### src/rtl/tl45_pkg.sv
// Shared definitions for the TL45 multiply/divide sequencer.
package tl45_pkg;

  localparam logic [4:0] OP_MUL  = 5'h03;
  localparam logic [4:0] OP_DIV  = 5'h17;
  localparam logic [4:0] OP_UDIV = 5'h18;

  typedef logic [3:0] regnum_t;

  typedef enum logic [2:0] {
    ST_IDLE,
    ST_MUL_WAIT,
    ST_DIV_START,
    ST_DIV_WAIT,
    ST_DRAIN,
    ST_DONE
  } tl45_mds_state_t;

endpackage

### src/rtl/tl45_md_timer.sv
// Loadable down-counter with a zero flag; times both the multiplier
// latency and the divider timeout.
module tl45_md_timer #(
  parameter int unsigned WIDTH = 8
) (
  input  logic             clk,
  input  logic             rst_n,
  input  logic             load,
  input  logic [WIDTH-1:0] load_value,
  input  logic             en,
  output logic             expired
);

  logic [WIDTH-1:0] count;

  // Load takes priority; counting stops at zero.
  always_ff @(posedge clk or negedge rst_n) begin
    if (!rst_n) begin
      count <= '0;
    end else if (load) begin
      count <= load_value;
    end else if (en && (count != '0)) begin
      count <= count - 1'b1;
    end
  end

  assign expired = (count == '0);

endmodule

### src/rtl/tl45_muldiv_seq.sv
// Sequencer for the shared pipelined multiplier and iterative divider of
// the TL45 execute stage: launches the unit, stalls, delivers one beat.
module tl45_muldiv_seq
  import tl45_pkg::*;
#(
  parameter int unsigned MUL_LATENCY = 4,
  parameter int unsigned DIV_TIMEOUT = 64
) (
  input  logic        i_clk,
  input  logic        i_reset_n,
  input  logic        i_valid,
  input  logic [4:0]  i_opcode,
  input  logic [3:0]  i_dr,
  input  logic [31:0] i_a,
  input  logic [31:0] i_b,
  input  logic        i_flush,
  output logic        o_stall,
  output logic        o_valid,
  output logic [3:0]  o_dr,
  output logic [31:0] o_value,
  output logic        o_err,
  output logic [31:0] o_mul_a,
  output logic [31:0] o_mul_b,
  input  logic [63:0] i_mul_result,
  output logic        o_div_wr,
  output logic        o_div_signed,
  output logic [31:0] o_div_n,
  output logic [31:0] o_div_d,
  input  logic        i_div_busy,
  input  logic        i_div_valid,
  input  logic        i_div_err,
  input  logic [31:0] i_div_result
);

  localparam int unsigned TMAX = (DIV_TIMEOUT > MUL_LATENCY) ? DIV_TIMEOUT : MUL_LATENCY;
  localparam int unsigned TW   = $clog2(TMAX + 1);
  localparam bit          TIMEOUT_EN = (DIV_TIMEOUT != 0);
  // Timer counts down to zero, so loads are one less than the cycle count.
  localparam logic [TW-1:0] MUL_LOAD = TW'(MUL_LATENCY - 1);
  localparam logic [TW-1:0] DIV_LOAD = TIMEOUT_EN ? TW'(DIV_TIMEOUT - 1) : '0;

  tl45_mds_state_t state, state_n;
  regnum_t         dr_q;
  logic [31:0]     value_q;
  logic            err_q;

  logic            is_md, is_mul;
  logic            accept_mul, accept_div, cap_mul, cap_div, abort, beat;
  logic            div_end;
  logic            tmr_load, tmr_en, tmr_expired;
  logic [TW-1:0]   tmr_load_value;

  // Only the low product word is architecturally visible.
  logic unused_mul_hi;
  assign unused_mul_hi = ^i_mul_result[63:32];

  assign is_mul  = (i_opcode == OP_MUL);
  assign is_md   = i_valid & (is_mul | (i_opcode == OP_DIV) | (i_opcode == OP_UDIV));
  assign div_end = i_div_valid | (TIMEOUT_EN & tmr_expired);

  tl45_md_timer #(.WIDTH(TW)) u_timer (
    .clk        (i_clk),
    .rst_n      (i_reset_n),
    .load       (tmr_load),
    .load_value (tmr_load_value),
    .en         (tmr_en),
    .expired    (tmr_expired)
  );

  // State register.
  always_ff @(posedge i_clk or negedge i_reset_n) begin
    if (!i_reset_n) state <= ST_IDLE;
    else            state <= state_n;
  end

  // Next-state, stall, strobes and capture enables.
  always_comb begin
    state_n        = state;
    o_stall        = 1'b0;
    o_div_wr       = 1'b0;
    beat           = 1'b0;
    accept_mul     = 1'b0;
    accept_div     = 1'b0;
    cap_mul        = 1'b0;
    cap_div        = 1'b0;
    abort          = 1'b0;
    tmr_load       = 1'b0;
    tmr_load_value = MUL_LOAD;
    tmr_en         = 1'b0;
    case (state)
      ST_IDLE: begin
        if (is_md && !i_flush) begin
          o_stall  = 1'b1;
          tmr_load = 1'b1;
          if (is_mul) begin
            accept_mul = 1'b1;
            state_n    = ST_MUL_WAIT;
          end else begin
            accept_div = 1'b1;
            state_n    = ST_DIV_START;
          end
        end
      end
      ST_MUL_WAIT: begin
        o_stall = 1'b1;
        if (i_flush) begin
          state_n = ST_IDLE;
        end else if (tmr_expired) begin
          cap_mul = 1'b1;
          state_n = ST_DONE;
        end else begin
          tmr_en = 1'b1;
        end
      end
      ST_DIV_START: begin
        o_stall = 1'b1;
        if (i_flush) begin
          state_n = ST_IDLE;
        end else if (!i_div_busy) begin
          o_div_wr       = 1'b1;
          tmr_load       = 1'b1;
          tmr_load_value = DIV_LOAD;
          state_n        = ST_DIV_WAIT;
        end
      end
      ST_DIV_WAIT: begin
        o_stall = 1'b1;
        tmr_en  = 1'b1;
        // A divider finishing in the flush cycle needs no drain.
        if (div_end) begin
          state_n = i_flush ? ST_IDLE : ST_DONE;
          cap_div = i_div_valid & ~i_flush;
          abort   = ~i_div_valid & ~i_flush;
        end else if (i_flush) begin
          state_n = ST_DRAIN;
        end
      end
      ST_DRAIN: begin
        o_stall = 1'b1;
        tmr_en  = 1'b1;
        if (div_end) state_n = ST_IDLE;
      end
      ST_DONE: begin
        beat    = ~i_flush;
        state_n = ST_IDLE;
      end
      default: state_n = ST_IDLE;
    endcase
  end

  // Operand launch registers and result capture.
  always_ff @(posedge i_clk or negedge i_reset_n) begin
    if (!i_reset_n) begin
      o_mul_a      <= '0;
      o_mul_b      <= '0;
      o_div_n      <= '0;
      o_div_d      <= '0;
      o_div_signed <= 1'b0;
      dr_q         <= '0;
      value_q      <= '0;
      err_q        <= 1'b0;
    end else begin
      if (accept_mul) begin
        o_mul_a <= i_a;
        o_mul_b <= i_b;
      end
      if (accept_div) begin
        o_div_n      <= i_a;
        o_div_d      <= i_b;
        o_div_signed <= (i_opcode == OP_DIV);
      end
      if (accept_mul || accept_div) dr_q <= i_dr;
      if (cap_mul) begin
        value_q <= i_mul_result[31:0];
        err_q   <= 1'b0;
      end else if (cap_div) begin
        value_q <= i_div_result;
        err_q   <= i_div_err;
      end else if (abort) begin
        value_q <= '0;
        err_q   <= 1'b1;
      end
    end
  end

  assign o_valid = beat;
  assign o_dr    = beat ? dr_q : '0;
  assign o_value = beat ? value_q : '0;
  assign o_err   = beat & err_q;

endmodule

### config.mk
export PLATFORM = sky130hd
export DESIGN_NAME = tl45_muldiv_seq
export DESIGN_NICKNAME = d
export VERILOG_FILES = /design/src/rtl/tl45_pkg.sv /design/src/rtl/tl45_md_timer.sv /design/src/rtl/tl45_muldiv_seq.sv
export SDC_FILE = /design/constraint.sdc
export NUM_CORES = 1
export LEC_CHECK = 0
export BUFFER_PORTS_ARGS = -buffer_cell sky130_fd_sc_hd__buf_2
export CELL_PAD_IN_SITES_DETAIL_PLACEMENT = 0
export CELL_PAD_IN_SITES_GLOBAL_PLACEMENT = 1
export CORE_MARGIN = 3
export CORE_UTILIZATION = 36
export CTS_BUF_LIST = sky130_fd_sc_hd__clkbuf_16
export DETAILED_ROUTE_END_ITERATION = 12
export HOLD_SLACK_MARGIN = 0.15
export MAX_ROUTING_LAYER = met4
export PLACE_DENSITY = 0.89
export SYNTH_ARGS = -nofsm -noshare
export SYNTH_HDL_FRONTEND = slang
export SYNTH_SLANG_ARGS = --single-unit
### constraint.sdc
create_clock -name i_clk -period 2.1 [get_ports i_clk]
set_clock_uncertainty 0.05 [all_clocks]
set_input_delay 0.315 -clock i_clk [delete_from_list [all_inputs] [get_ports i_clk]]
set_output_delay 0.315 -clock i_clk [all_outputs]
set_load 0.02 [all_outputs]
==> impl_metrics.py <==
metrics = {
    "synth": {
        "ys_seq_area_share_pct": 58.8,
        "synth_edf_count": 0,
        "synth_fp_nets": 709,
        "ys_ff_latch": 176,
        "ys_warn_count": 0,
        "postSynthCellCount": 532,
        "syn_avg_cell_area_um2": 14.1,
        "synth_ff_type": "dfrtp_1",
        "synth_cell_types": 52,
        "synth_area_um2": 7490,
        "async_reset_ff_share_pct": 100,
    },
    "route": {
        "drc": 0,
        "post_drt_wl_per_cell_um": 18.8,
        "drt_iter0_drc": 343,
        "num_vias": 6552,
        "dr.pass1.iters": 5,
        "wirelength_mm": 24.5,
        "viasPerCell": 5.03,
        "ant_nets": 0,
    },
    "clock_network": {
        "clockRootBuffer": "clkbuf_16",
        "clk_pin_slew_ns": 0.08,
        "cts_max_level": 4,
        "cts_tree": "yes",
        "clock-sinks": 176,
        "clk-insertion-delay-late_ns": 0.42,
        "numCtsBuffers": 17,
        "clk_path_buf_depth": 2,
    },
    "placement": {
        "place_congestion": 0.773,
        "io_buffers": 312,
        "postPlaceCellArea_um2": 9510,
        "dp_hpwl_mm": 14.3,
    },
    "sta": {
        "grt_setup_unrepaired": "true",
        "finalSetupViolCount": 26,
        "drv_slew": 0,
        "fin_tns_setup_ns": -0.339,
        "period_needed_ns": 2.13,
        "tightest_slew_ns": 0.428,
        "relSlewSlack_pct": 71.5,
        "finalCritPeriodShare_pct": 102,
        "layout_setup_ws_ns": -0.0341,
        "clock.fmax_mhz": 469,
        "hold_viol_final": 0,
    },
    "outcome": {
        "status": "finished, violations left",
        "violations": "negative setup slack",
    },
    "floorplan": {
        "dieArea_um2": 22600,
        "io_pins": 345,
        "start_util_pct": 36.8,
        "die_w_um": 150,
        "placementRows": 52,
        "core_um2": 20400,
        "dieHeight_um": 150,
    },
    "min_path": {
        "hp-start": "i_opcode[4]",
        "worstHoldPathType": "in -> reg",
    },
    "setup_path": {
        "slowest_delay_ns": 0.43,
        "cp-startpoint": "state[1]",
        "crit_fanout": 6,
        "reg2reg_to": "o_div_d[22]",
        "critPathCapture": "o_div_d[22]",
        "cp_num_cells": 8,
        "cp_data_required_time_ns": 2.37,
        "crit_chain": "buf_4 > or2_4 > nor3_4 > buf_6 > nand3_4 > buf_6 > buf_6 > mux2_4",
        "cpMostUsedCell": "buf_6",
        "crit_arrival_ns": 2.40,
        "worstReg2RegStart": "state[1]",
        "reg2regPathDepth": 8,
        "path_buf_inv": 4,
        "startpoint_type": "flop",
        "crit_path_top_delay_cell": "dfrtp_2",
        "end_kind": "flop",
        "worstSetupPathType": "reg -> reg",
        "reg2reg_slack_ns": -0.03,
        "critPathTopFamily": "simple AND/OR/NAND/NOR gates",
    },
    "cells_and_area": {
        "postLayoutCellArea_um2": 12400,
        "area_delta_synth_final_pct": 64.9,
        "layout_commonest_cell": "buf_2",
        "fin_nets": 1196,
        "final_cell_mix": "buf_2, dfrtp_1, dlygate4sd3_1",
        "antennaDiodeCount": 0,
        "drive_above_1_share_pct": 57.7,
    },
    "pwr": {
        "seqPwrFrac_pct": 40.0,
        "p_comb_share_pct": 34.1,
        "p_per_area_nw_per_um2": 1020,
        "p_int_uw": 8160,
        "power_frac_clock_pct": 25.9,
        "switching_share_pct": 35.1,
        "netSwitchingPower_uw": 4420,
        "peakVddDrop_v": 0.000711,
        "leakage_uw": 0.00671,
    },
    "global_route": {
        "grt_first_pass_wirelength_mm": 34.1,
        "gr-total-overflow": 0,
        "antenna_found_initial": 0,
        "grt_pass1_vias": 6740,
        "grt_util_all_layers_pct": 19.7,
        "grt_max_degree": 53,
    },
    "flow_run": {
        "cap_viol_max_count": 0,
    },
}
-- repair_timing --
item,in CTS,in global routing
buffers inserted,11,6
endpoints found under the hold margin,240,0
pin swaps,2,37
cloned,1,10
hold buffers,134,0
resized for setup,27,126
endpoints found under the setup margin,40,190
-- synth_stat cells, drive strengths merged (4+ instances only) --
cell    number  share of area [%]
dfrtp      176                 59
mux2       132                 22
and2        39                3.3
inv         39                2.0
a222oi      32                4.3
buf         26                2.4
nand2       13               0.68
a21oi        8               0.58
nor2         8               0.50
clkbuf       7               0.35
nand2b       4               0.33
nor3         4               0.33
o21ai        4               0.37
-- how the worst min path moves through the flow --
stage,cells past startpoint,endpoint,slack [ns]
floorplan,0,dr_q[0],-0.03
global placement,1,dr_q[0],0.21
detailed placement,1,dr_q[0],0.21
CTS,3,o_div_signed,0.16
global route,3,o_div_signed,0.18
finish,3,o_div_signed,0.19
-- flip-flops by register name, summed over array words and instances, names as in the netlist, 3 cells and up --
register       count
o_mul_a           32
u_timer.count      7
state              3
o_div_n           32
dr_q               4
o_mul_b           32
o_div_d           32
value_q           32
-- power groups by stage --
stage,clock (µW),sequential [µW],combinational (µW)
2_1_floorplan,0,5730,1530
3_3_place_gp,0,4960,3590
3_5_place_dp,0,5000,3660
4_1_cts,3350,4940,4060
5_1_grt,3480,5140,4610
6_report,3260,5030,4290
-- metal layers --
metal  GRT usage (%)  vias up  part of all wire (%)
li1                -     2905                     -
met1            21.5     3302                    38
met2            35.0      276                    53
met3            3.82       69                   5.2
met4            8.23        0                   3.4
met5               -        -                     0
-- worst reg2reg max path: stages, from the launching register on --
cell	delay [ns]
dfrtp_2	0.43
buf_4	0.16
or2_4	0.26
nor3_4	0.21
buf_6	0.13
nand3_4	0.18
buf_6	0.19
buf_6	0.13
mux2_4	0.29
-- layout make-up --
type	instances	area, µm²
Fill cell	1516	8010
Tap cell	270	338
Inverter	39	146
Timing Repair Buffer	501	3870
Sequential cell	176	4410
Clock buffer	17	425
Clock inverter	15	200
Multi-Input combinational cell	284	2970
-- stage by stage --
step	total power (µW)	setup WS, ns	hold slack (ns)	utilization, %	instances
3_5_place_dp	8660	0.0534	0.213	46.7	1108
6_report	12600	-0.0341	0.187	60.7	1302
5_1_grt	13200	-0.0962	0.177	60.7	1302
4_1_cts	12400	-0.0435	0.162	57.4	1286
3_3_place_gp	8540	0.0779	0.213	46.7	1108
2_1_floorplan	7260	0.156	-0.0306	-	532
-- cell families (layout without fill, tap and decap cells) --
family          count (synthesis)  after routing  synth area share [%]
compound gates                 63             63                  7.31
xor+xnor                        2              2                 0.234
fa+ha+maj                       1              1                 0.167
buf+inv                        72            572                  4.69
flops                         176            176                  58.8
mux                           132            132                  21.7
simple gates                   86             86                  7.08
Note: power is estimated with default switching activity, not from simulation.
